[src/rtl/alu_pkg.sv]
// Shared definitions for the ALU command driver: op codes, FSM states and
// the op-code legality check.
package alu_pkg;

    localparam logic [2:0] ADD_MODE = 3'b000;
    localparam logic [2:0] SUB_MODE = 3'b001;
    localparam logic [2:0] MUL_MODE = 3'b010;

    typedef enum logic [1:0] {
        IDLE  = 2'd0,
        ISSUE = 2'd1,
        WAIT  = 2'd2,
        RESP  = 2'd3
    } alu_drv_state_t;

    // True for the op codes the ALU implements.
    function automatic logic is_supported_op(input logic [2:0] op);
        return (op == ADD_MODE) || (op == SUB_MODE) || (op == MUL_MODE);
    endfunction

endpackage

[src/rtl/alu_cmd_driver.sv]
// Command initiator for the registered 8-bit ALU. Accepts one operation per
// command handshake, loads the ALU operand registers, waits out the ALU
// pipeline, captures the result and returns it over a response handshake.
// Unsupported op codes are answered directly with err=1, data=0.
module alu_cmd_driver
    import alu_pkg::*;
#(
    parameter int ALU_LAT = 2
) (
    input  logic        clk_i,
    input  logic        rst_i,
    input  logic        cmd_valid_i,
    output logic        cmd_ready_o,
    input  logic [7:0]  cmd_a_i,
    input  logic [7:0]  cmd_b_i,
    input  logic [2:0]  cmd_op_i,
    output logic        rsp_valid_o,
    input  logic        rsp_ready_i,
    output logic [15:0] rsp_data_o,
    output logic        rsp_err_o,
    output logic [7:0]  alu_data_o [1:0],
    output logic [2:0]  alu_sel_o,
    output logic        alu_ea_o,
    output logic        alu_eb_o,
    input  logic [15:0] alu_p_i
);

    localparam int CW = $clog2(ALU_LAT + 1);
    localparam logic [CW-1:0] CNT_LAST = CW'(ALU_LAT - 1);

    alu_drv_state_t state_reg, state_next;
    logic [7:0]     a_reg, a_next;
    logic [7:0]     b_reg, b_next;
    logic [2:0]     op_reg, op_next;
    logic [CW-1:0]  cnt_reg, cnt_next;
    logic [15:0]    data_reg, data_next;
    logic           err_reg, err_next;

    // State and datapath registers; reset drops any in-flight operation.
    always_ff @(posedge clk_i or posedge rst_i) begin
        if (rst_i) begin
            state_reg <= IDLE;
            a_reg     <= '0;
            b_reg     <= '0;
            op_reg    <= '0;
            cnt_reg   <= '0;
            data_reg  <= '0;
            err_reg   <= 1'b0;
        end else begin
            state_reg <= state_next;
            a_reg     <= a_next;
            b_reg     <= b_next;
            op_reg    <= op_next;
            cnt_reg   <= cnt_next;
            data_reg  <= data_next;
            err_reg   <= err_next;
        end
    end

    // Next-state logic: accept, issue, count out the ALU latency, respond.
    always_comb begin
        state_next = state_reg;
        a_next     = a_reg;
        b_next     = b_reg;
        op_next    = op_reg;
        cnt_next   = cnt_reg;
        data_next  = data_reg;
        err_next   = err_reg;
        case (state_reg)
            IDLE: begin
                if (cmd_valid_i) begin
                    a_next   = cmd_a_i;
                    b_next   = cmd_b_i;
                    op_next  = cmd_op_i;
                    cnt_next = '0;
                    if (is_supported_op(cmd_op_i)) begin
                        state_next = ISSUE;
                    end else begin
                        // Answered without touching the ALU.
                        data_next  = '0;
                        err_next   = 1'b1;
                        state_next = RESP;
                    end
                end
            end
            ISSUE: begin
                cnt_next   = '0;
                state_next = WAIT;
            end
            WAIT: begin
                if (cnt_reg == CNT_LAST) begin
                    data_next  = alu_p_i;
                    err_next   = 1'b0;
                    state_next = RESP;
                end else begin
                    cnt_next = cnt_reg + 1'b1;
                end
            end
            RESP: begin
                if (rsp_ready_i) begin
                    state_next = IDLE;
                end
            end
            default: state_next = IDLE;
        endcase
    end

    // Output decode from the current state; ALU pins are quiet in IDLE.
    always_comb begin
        cmd_ready_o   = 1'b0;
        rsp_valid_o   = 1'b0;
        alu_data_o[0] = '0;
        alu_data_o[1] = '0;
        alu_sel_o     = '0;
        alu_ea_o      = 1'b0;
        alu_eb_o      = 1'b0;
        case (state_reg)
            IDLE: cmd_ready_o = 1'b1;
            ISSUE: begin
                alu_data_o[0] = a_reg;
                alu_data_o[1] = b_reg;
                alu_sel_o     = op_reg;
                alu_ea_o      = 1'b1;
                alu_eb_o      = 1'b1;
            end
            WAIT: alu_sel_o = op_reg;
            RESP: begin
                rsp_valid_o = 1'b1;
                // An unsupported op never reaches the ALU, so sel stays 0.
                alu_sel_o   = err_reg ? 3'b000 : op_reg;
            end
            default: cmd_ready_o = 1'b0;
        endcase
    end

    assign rsp_data_o = data_reg;
    assign rsp_err_o  = err_reg;

endmodule

[config.mk]
export PLATFORM = sky130hd
export DESIGN_NAME = alu_cmd_driver
export DESIGN_NICKNAME = d
export VERILOG_FILES = /design/src/rtl/alu_pkg.sv /design/src/rtl/alu_cmd_driver.sv
export SDC_FILE = /design/constraint.sdc
export NUM_CORES = 1
export LEC_CHECK = 0
export CAP_MARGIN = 20
export CORE_MARGIN = 2
export CORE_UTILIZATION = 43
export DETAILED_ROUTE_END_ITERATION = 10
export PLACE_DENSITY = 0.91
export SLEW_MARGIN = 5
export SYNTH_ARGS = -nofsm -noshare
export SYNTH_HDL_FRONTEND = slang
export SYNTH_SLANG_ARGS = --single-unit
[constraint.sdc]
create_clock -name clk_i -period 2.09 [get_ports clk_i]
set_input_delay 0.418 -clock clk_i [delete_from_list [all_inputs] [get_ports clk_i]]
set_output_delay 0.418 -clock clk_i [all_outputs]
set_load 0.05 [all_outputs]
==> results.yml <==
outcome:
  status: "completed"
yosys:
  synth_warnings: 0
  synthArstFlopShare_pct: 100
  synth_flop_cell: "dfrtp_1"
  synth_edf_count: 0
  syn_avg_cell_area_um2: 11.1
  synthTopCellsByArea: "dfrtp_1, mux2_2, a32oi_1, nand2_1, and2_1"
  seq_area_frac_synth_pct: 50.9
  netlist_instances: 178
  synth_nets: 224
  yosysMostFrequentCell: "dfrtp_1"
  yosysTopAreaCellShare_pct: 50.9
  yosysUniqueCellTypes: 30
  syn_area_um2: 1970
  synth-seq-cells: 40
  synth_top_cell_by_area: "dfrtp_1"
  synth_commonest_cells: "dfrtp_1, nand2_1, and2_1, mux2_2, a32oi_1"
route:
  antenna_left: 0
  routed_wl_um: 5390
  route.detailed.drc: 0
  routed_via_density: 5.38
  vias: 1688
  drt-wirelength-per-cell_um: 17.2
  drt-initial-drc-count: 170
  drt_pre_antenna_iters: 4
hold_path:
  hold_path.class: "reg2reg"
global_route:
  antenna_found_initial: 0
  grt_max_degree: 41
  overflow: 0
  grt_pass1_vias: 1737
  met1_usage_pct: 25.6
  busiest_layer: "met2"
  track_usage_pct: 20.9
  met2_usage_pct: 36.9
  grt_pass1_wl_um: 8310
  use_met3_pct: 3.80
die:
  rows: 24
  die_h_um: 71.7
  num_io_pins: 79
  die_w_um: 71.7
  dieArea_um2: 5130
  start_util_pct: 44.9
  core_area_um2: 4380
pwr:
  internal_power_w: 0.00283
  switching_power_w: 0.00235
  ir_drop_mv: 1.10
  p_leak_nw: 1.38
  clkPwrFrac_pct: 10.1
  powerDensity_nw_per_um2: 1650
  p_seq_share_pct: 24.0
  p_comb_share_pct: 65.8
  switching_share_pct: 45.4
final_layout:
  areaGrowthSynthToFinish_pct: 59.7
  nets: 307
  drive_above_1_share_pct: 26.0
  fillers: 273
  final_cells: 314
  final_util_pct: 71.7
  largest_reg_flops: 16
  antennaDiodeCount: 0
critical_path:
  crit_arrival_ns: 1.65
  end_kind: "output pin"
  path_max_fanout: 4
  required_ns: 1.67
  setup.worst_path.class: "reg2out"
  worst_setup_path_start_kind: "flip-flop"
sta:
  finalMaxSlewViolations: 0
  clock_skew_ns: 0.00363
  fin_hold_ws_ns: 0.497
  fmax_ghz: 0.484
  final_hold_viol_count: 0
  tightest_slew_ns: 0.677
  tns_ns: 0
  maxSlewHeadroom_pct: 54.7
  fin_crit_sh_pct: 98.8
  final-setup-viol-count: 0
  min_period_ns: 2.06
  rsz0062_at_grt: "true"
  finalWorstSetupSlack_ns: 0.0259
clocking:
  cts-root-buf: "clkbuf_8"
  clkSinkCount: 40
  clock_path_buffers: 2
  cts.clk_slew.worst_paths_ns: 0.07
  cts_tree: "done"
  h-tree-depth: 2
  clk_latency_ns: 0.28
  hold_buffers: 0
  cts_made_buffers: 5
job:
  max_cap_violations: 0
placed_design:
  place_hpwl_um: 3790
  portBuffers: 78
  pre_cts_ws_ns: 0.0465
  gp_congestion: 0.760
  place_inst: 302
## power by group through the flow
stage | clock network [W] | registers [W] | logic, W
finish | 0.000524 | 0.00125 | 0.00341
global route | 0.000569 | 0.00128 | 0.00358
global placement | 0 | 0.00123 | 0.00318
detailed placement | 0 | 0.00126 | 0.00326
CTS | 0.000531 | 0.00124 | 0.00332
floorplan | 0 | 0.00144 | 0.00179
## placed cells by master (no fill, tap or decap), drive strengths merged
cell type       n
clkdlybuf4s50  55
mux2           19
nand4           1
o211ai          1
nor3            1
dfrtp          40
ha              7
a22o            1
a21oi           4
o21ai           3
nor2            3
a211oi          1
nand2          36
a32oi          15
o22ai           1
o21a            1
nor2b           4
and2           19
nand3           1
buf            30
clkbuf          8
nand3b          1
inv             7
o31ai           1
or2             1
a211o           1
## cell type report
cell class,instances,area [µm²],area share (%)
repair buffers,85,1050,33.4
flip-flops and latches,40,1000,31.8
well taps,52,65.1,2.07
inverters,7,26.3,0.836
clock buffers,8,90.1,2.87
multi-input cells,122,910,28.9
## worst paths after layout
path | slack (ns) | to | cells after the start | startpoint
hold reg to reg | 0.50 | rsp_data_o[13] | 2 | rsp_data_o[13]
setup reg to reg | 0.17 | rsp_data_o[5] | 6 | state_reg[1]
min in group asynchronous | 0.55 | rsp_data_o[12] | 3 | rst_i
setup / recovery | 0.03 | alu_sel_o[1] | 6 | state_reg[1]
max in group asynchronous | 1.19 | a_reg[5] | 3 | rst_i
hold / removal | 0.50 | rsp_data_o[13] | 2 | rsp_data_o[13]
## metrics by stage
stage / instance area (µm²) / total power, W
final: 3140 / 0.00518
after global routing: 3140 / 0.00543
after CTS: 3110 / 0.00509
after detailed placement: 3000 / 0.00452
after global placement: 3000 / 0.00441
after floorplan: 1970 / 0.00323
## critical path: stages (launching register included)
cell and delay [ns]:
dfrtp_1 0.41, inv_2 0.12, ha_2 0.29, a21oi_2 0.12
nor2_2 0.06, and2_1 0.20, buf_12 0.16
## cell families (layout without fill, tap and decap cells)
family | Yosys count | in the layout | share of synthesized area, %
flops | 40 | 40 | 50.9
mux | 19 | 19 | 10.9
simple gates | 67 | 67 | 17.4
buf+inv | 16 | 100 | 4.13
fa+ha+maj | 7 | 7 | 4.45
compound gates | 29 | 29 | 12.3
## what timing repair did
action / in CTS / in global routing
setup endpoints to repair: 3 / 19
buffers inserted: 2 / 2
gates cloned: 0 / 0
endpoints found under the hold margin: 0 / 0
gates resized for setup: 2 / 5
pin swaps: 1 / 0
## routing by layer
layer  routed length, µm  part of all wire (%)
met2                2970                    55
met5                   0                     0
met4                  70                   1.3
met3                 238                   4.4
met1                2120                    39
Note: power is estimated with default switching activity, not from simulation.
